$ cat src/rtl/spi_arbiter.sv
// spi_arbiter: shares a single SPI master between two requesters.
// Round-robin selection on contention, one transaction in flight at a time,
// with a WAIT-state watchdog that returns an all-ones error frame on expiry.
module spi_arbiter #(
  parameter int DATA_W  = 16,
  parameter int TIMEOUT = 1024  // cycles spent in WAIT before abort, >= 2
) (
  input  logic              clk,
  input  logic              reset,
  input  logic              req0_valid,
  input  logic              req1_valid,
  input  logic [DATA_W-1:0] req0_data,
  input  logic [DATA_W-1:0] req1_data,
  output logic              req0_ready,
  output logic              req1_ready,
  output logic              resp0_valid,
  output logic              resp1_valid,
  output logic [DATA_W-1:0] resp_data,
  output logic              resp_err,
  output logic              spi_start,
  output logic [DATA_W-1:0] spi_tx,
  input  logic              spi_done,
  input  logic [DATA_W-1:0] spi_rx,
  output logic [1:0]        grant
);

  localparam int CNT_W = $clog2(TIMEOUT);
  // WAIT cycles are counted from 0; the abort decision is taken in the cycle
  // whose incremented count reaches TIMEOUT-1, so RESP lands exactly TIMEOUT
  // cycles after the spi_start pulse.
  localparam logic [CNT_W-1:0] CNT_LAST = CNT_W'(TIMEOUT - 2);

  typedef enum logic [1:0] {S_IDLE, S_START, S_WAIT, S_RESP} state_t;

  state_t            r_state, w_next;
  logic              r_owner;   // 0: req0 owns the bus, 1: req1
  logic              r_last;    // requester served most recently
  logic [CNT_W-1:0]  r_cnt;
  logic [DATA_W-1:0] r_tx;
  logic [DATA_W-1:0] r_rdata;
  logic              r_err;

  logic w_accept;  // a request is accepted this cycle
  logic w_sel;     // which requester is accepted
  logic w_done;    // completion captured this cycle
  logic w_tmo;     // watchdog expiry this cycle (only when no spi_done)

  assign spi_tx    = r_tx;
  assign resp_data = r_rdata;
  assign resp_err  = r_err;

  // State register
  always_ff @(posedge clk) begin
    if (reset) r_state <= S_IDLE;
    else       r_state <= w_next;
  end

  // Next-state and handshake outputs; ready is masked during reset so a
  // request is never acknowledged without being latched.
  always_comb begin
    w_next      = r_state;
    w_accept    = 1'b0;
    w_sel       = 1'b0;
    w_done      = 1'b0;
    w_tmo       = 1'b0;
    req0_ready  = 1'b0;
    req1_ready  = 1'b0;
    resp0_valid = 1'b0;
    resp1_valid = 1'b0;
    spi_start   = 1'b0;
    grant       = 2'b00;
    case (r_state)
      S_IDLE: begin
        if (!reset && (req0_valid || req1_valid)) begin
          w_accept = 1'b1;
          // On contention the requester not served last wins
          if (req0_valid && req1_valid) w_sel = ~r_last;
          else                          w_sel = req1_valid;
          req0_ready = ~w_sel;
          req1_ready = w_sel;
          w_next     = S_START;
        end
      end
      S_START: begin
        spi_start = 1'b1;
        grant     = r_owner ? 2'b10 : 2'b01;
        w_next    = S_WAIT;
      end
      S_WAIT: begin
        grant = r_owner ? 2'b10 : 2'b01;
        // Completion takes priority over a coincident watchdog expiry
        if (spi_done) begin
          w_done = 1'b1;
          w_next = S_RESP;
        end else if (r_cnt == CNT_LAST) begin
          w_tmo  = 1'b1;
          w_next = S_RESP;
        end
      end
      S_RESP: begin
        grant       = r_owner ? 2'b10 : 2'b01;
        resp0_valid = ~r_owner;
        resp1_valid = r_owner;
        w_next      = S_IDLE;
      end
      default: w_next = S_IDLE;
    endcase
  end

  // Datapath: latch owner/frame on accept, run watchdog, capture response
  always_ff @(posedge clk) begin
    if (reset) begin
      r_owner <= 1'b0;
      r_last  <= 1'b1;
      r_cnt   <= '0;
      r_tx    <= '0;
      r_rdata <= '0;
      r_err   <= 1'b0;
    end else begin
      if (w_accept) begin
        r_owner <= w_sel;
        r_tx    <= w_sel ? req1_data : req0_data;
      end
      if (r_state == S_START)     r_cnt <= '0;
      else if (r_state == S_WAIT) r_cnt <= r_cnt + CNT_W'(1);
      if (w_done) begin
        r_rdata <= spi_rx;
        r_err   <= 1'b0;
      end else if (w_tmo) begin
        r_rdata <= '1;
        r_err   <= 1'b1;
      end
      if (r_state == S_RESP) r_last <= r_owner;
    end
  end

endmodule

$ cat config.mk
export PLATFORM = sky130hd
export DESIGN_NAME = spi_arbiter
export DESIGN_NICKNAME = d
export VERILOG_FILES = /design/src/rtl/spi_arbiter.sv
export SDC_FILE = /design/constraint.sdc
export NUM_CORES = 1
export LEC_CHECK = 0
export BUFFER_PORTS_ARGS = -buffer_cell sky130_fd_sc_hd__buf_2
export CORE_ASPECT_RATIO = 0.75
export CORE_MARGIN = 2
export CORE_UTILIZATION = 37
export CTS_CLUSTER_DIAMETER = 100
export CTS_CLUSTER_SIZE = 16
export DETAILED_ROUTE_END_ITERATION = 7
export GPL_TIMING_DRIVEN = 0
export PLACE_DENSITY = 0.75
export SETUP_SLACK_MARGIN = 0.3
export SLEW_MARGIN = 0
export SYNTH_ARGS = -nofsm -noshare
export SYNTH_HDL_FRONTEND = slang
export SYNTH_SLANG_ARGS = --single-unit
$ cat constraint.sdc
create_clock -name clk -period 1.4 [get_ports clk]
set_input_delay 0 -clock clk [delete_from_list [all_inputs] [get_ports clk]]
set_output_delay 0 -clock clk [all_outputs]
set_load 0.01 [all_outputs]
==> impl_metrics.ini <==
[global_route]
grt_overflow_total = 0
grt_pass1_wl_um = 9830
grt_pass1_vias = 2081
grt_max_degree = 14
antenna_found_initial = 0
track_usage_pct = 19.0

[place]
dp_cells = 399
place_worst_setup_slack_ns = -0.0317
place_area_mm2 = 0.00277
dp_hpwl_um = 3970
gp_congestion = 0.803
io_buffer_count = 92

[floorplanning]
rows = 23
die_h_um = 69.3
core_mm2 = 0.00541
die_w_um = 91.1
dieArea_mm2 = 0.00631
start_util_pct = 38.9
pin_count = 93

[layout]
nFillCells = 416
fin_area_mm2 = 0.00357
areaGrowthSynthToFinish_pct = 69.9
diodes = 0
drive_above_1_share_pct = 58.2
nNetsFinal = 423
fin_cells = 439

[power_and_ir_drop]
peakVddDrop_uv = 769
seqPwrFrac_pct = 34.2
p_switching_w = 0.00194
p_int_w = 0.00339
p_clk_share_pct = 15.5
powerDensity_mw_per_mm2 = 1490
swShare_pct = 36.4
power.static_leakage_nw = 1.56
combPwrFrac_pct = 50.3

[worst_setup_path]
cp.arrival_ns = 1.65
worstSetupPathType = reg2reg
cp-end-kind = flop
critPathRequiredTime_ns = 1.63
r2r_end = r_cnt[5]
startpoint = r_state[0]
reg2reg_from = r_state[0]
crit_end = r_cnt[5]
cp_max_fo = 5
start_kind = flop
regToRegSetupSlack_ns = -0.02
rr_worst_depth = 6

[clock_tree]
root_buffer = clkbuf_8
clk_latency_ns = 0.29
clockBufferDepth = 2
htreeDepth = 2
cts_tree = yes
clkTransAtPathRegs_ns = 0.08
cts.sinks = 47
cts_buffers = 5

[timing]
period_share_pct = 101
period_needed_ns = 1.42
max_clock_freq_ghz = 0.705
holdWs_ns = 0.0259
finalMaxSlewViolations = 0
finalSetupTns_ns = -0.0314
grt_setup_unrepaired = yes
setup_viol = 4
final_hold_viol_count = 0
max_slew.worst_pin.slew_ns = 0.695
slew_headroom_pct = 53.6
setup_ws_ns = -0.0182
skew_ns = 0.00292

[run]
cap_viol_max_count = 0

[synth]
synth.distinct_cells = 38
synth_edf_count = 0
synth-async-reset-ratio_pct = 0
synth.area.mux_share_pct = 8.57
yosys_warnings = 0
synthSimpleGateAreaFrac_pct = 19.8
syn_inst = 232
synth_flop_cell = dfxtp_1
synth_top_family_by_area = simple AND/OR/NAND/NOR gates
synth_area_mm2 = 0.00210
ys_seq_area_share_pct = 44.7
synthAdderAreaFrac_pct = 3.57
syn_nets = 291
synth_xor_area_share_pct = 3.33
ys_ff_latch = 47
synth_compound_area_share_pct = 15.1
avgSynthCellArea_um2 = 9.07

[routing]
dr.pass1.iters = 4
routedWlPerCell_um = 15.3
drc = 0
vias = 2155
dr.first_iter.drc_count = 60
wl_um = 6730
viasPerCell = 4.91
ant_nets = 0

[run_status]
violations = negative setup slack
status = complete, but fails checks

[min_path]
hold_path.class = in2reg
## stage by stage
step           utilization, %  power (W)
6_report                 66.1    0.00533
5_1_grt                  66.1    0.00562
4_1_cts                  59.2    0.00470
3_5_place_dp             51.2    0.00346
3_3_place_gp             51.2    0.00341
2_1_floorplan               -    0.00291
## flip-flops by register name (all words and copies together), names as in the netlist
signal / cells
resp_err: 1
r_cnt: 10
r_owner: 1
r_last: 1
resp_data: 16
spi_tx: 16
r_state: 2
## power by group through the flow
stage | Combinational [W] | Sequential, W | Clock [W]
global placement | 0.00161 | 0.00180 | 0
floorplan | 0.00102 | 0.00189 | 0
CTS | 0.00207 | 0.00178 | 0.000853
detailed placement | 0.00164 | 0.00181 | 0
global route | 0.00286 | 0.00186 | 0.000900
finish | 0.00268 | 0.00182 | 0.000826
## cells by family after synthesis
kind of cell / Yosys count
DFF: 47
adders and majority gates: 6
buffers and inverters: 19
xor gates and xnor gates: 8
and+or+nand+nor: 92
muxes: 18
AOI/OAI and AO/OA: 42
## cell usage after synthesis, types with 2 or more instances
| cell | count | area [um2] |
|---|---|---|
| and2_1 | 3 | 18.8 |
| nor2_1 | 45 | 169 |
| xnor2_1 | 3 | 26.3 |
| xor2_1 | 5 | 43.8 |
| inv_1 | 5 | 18.8 |
| buf_4 | 3 | 22.5 |
| clkbuf_1 | 6 | 22.5 |
| buf_2 | 2 | 10.0 |
| nand3_1 | 3 | 15.0 |
| mux2i_1 | 18 | 180 |
| dfxtp_1 | 47 | 941 |
| nor3_1 | 4 | 20.0 |
| a211oi_1 | 15 | 113 |
| a31oi_1 | 8 | 50.1 |
| a21oi_1 | 2 | 10.0 |
| o21a_1 | 8 | 60.1 |
| ha_1 | 6 | 75.1 |
| a211oi_2 | 3 | 37.5 |
| nand4_1 | 3 | 18.8 |
| nand2b_1 | 4 | 25.0 |
| nand2_1 | 22 | 82.6 |
## routing by layer
layer	wire (um)	global-route usage (%)
met5	0	0
met4	104	6.73
met3	304	4.35
met2	3250	31.4
met1	3070	24.4
## worst min-delay path by stage
stage	startpoint	endpoint	slack, ns	cells after the start
after CTS	spi_rx[12]	resp_data[12]	0.009	4
after floorplan	spi_rx[13]	resp_data[13]	0.16	2
final	spi_rx[8]	resp_data[8]	0.03	4
after global placement	spi_rx[4]	resp_data[4]	0.27	3
after global routing	spi_rx[6]	resp_data[6]	0.03	4
after detailed placement	spi_rx[3]	resp_data[3]	0.28	3
## layout make-up
cell class | count | area [um2] | area share [%]
plain buffers | 14 | 141 | 3.96
clock buffers | 6 | 82.6 | 2.31
clock inverters | 1 | 5.00 | 0.140
inverters | 5 | 26.3 | 0.735
multi-input cells | 166 | 1420 | 39.6
flip-flops and latches | 47 | 966 | 27.0
well taps | 75 | 93.8 | 2.63
repair buffers | 125 | 843 | 23.6
## repair_timing
item,in CTS,in global routing
pin swaps,15,21
buffers inserted,16,7
hold buffers,8,0
resized for setup,38,68
endpoints found under the hold margin,8,0
gates cloned,1,1
setup endpoints to repair,52,54
## cell usage in the layout (no fill, tap or decap), types with 3 or more instances in the layout
| cell | synthesis | routed |
|---|---|---|
| buf_2 | 2 | 89 |
| dfxtp_1 | 47 | 35 |
| nor2_1 | 45 | 32 |
| nand2_1 | 22 | 20 |
| buf_6 | 1 | 16 |
| a211oi_2 | 3 | 15 |
| mux2i_1 | 18 | 13 |
| buf_4 | 3 | 12 |
| o21a_1 | 8 | 8 |
| dlygate4sd3_1 | 0 | 8 |
| dfxtp_2 | 0 | 8 |
| nor2_4 | 1 | 7 |
| nor2_2 | 0 | 7 |
| clkbuf_8 | 0 | 7 |
| a31oi_1 | 8 | 6 |
| buf_8 | 1 | 5 |
| xor2_1 | 5 | 5 |
| nand2b_1 | 4 | 4 |
| ha_4 | 0 | 4 |
| dfxtp_4 | 0 | 4 |
| inv_4 | 0 | 3 |
| nand3_2 | 0 | 3 |
| nand4_1 | 3 | 3 |
| clkbuf_1 | 6 | 3 |
| buf_12 | 0 | 3 |
| mux2i_4 | 0 | 3 |
| a211oi_1 | 15 | 3 |
## critical path, stage by stage, from the launching register on
cell,delay [ns]
dfxtp_4,0.36
inv_4,0.08
ha_4,0.18
buf_8,0.12
nand4_4,0.10
or3_1,0.39
a21oi_2,0.11
No activity file was read; power rests on OpenSTA's default activity.
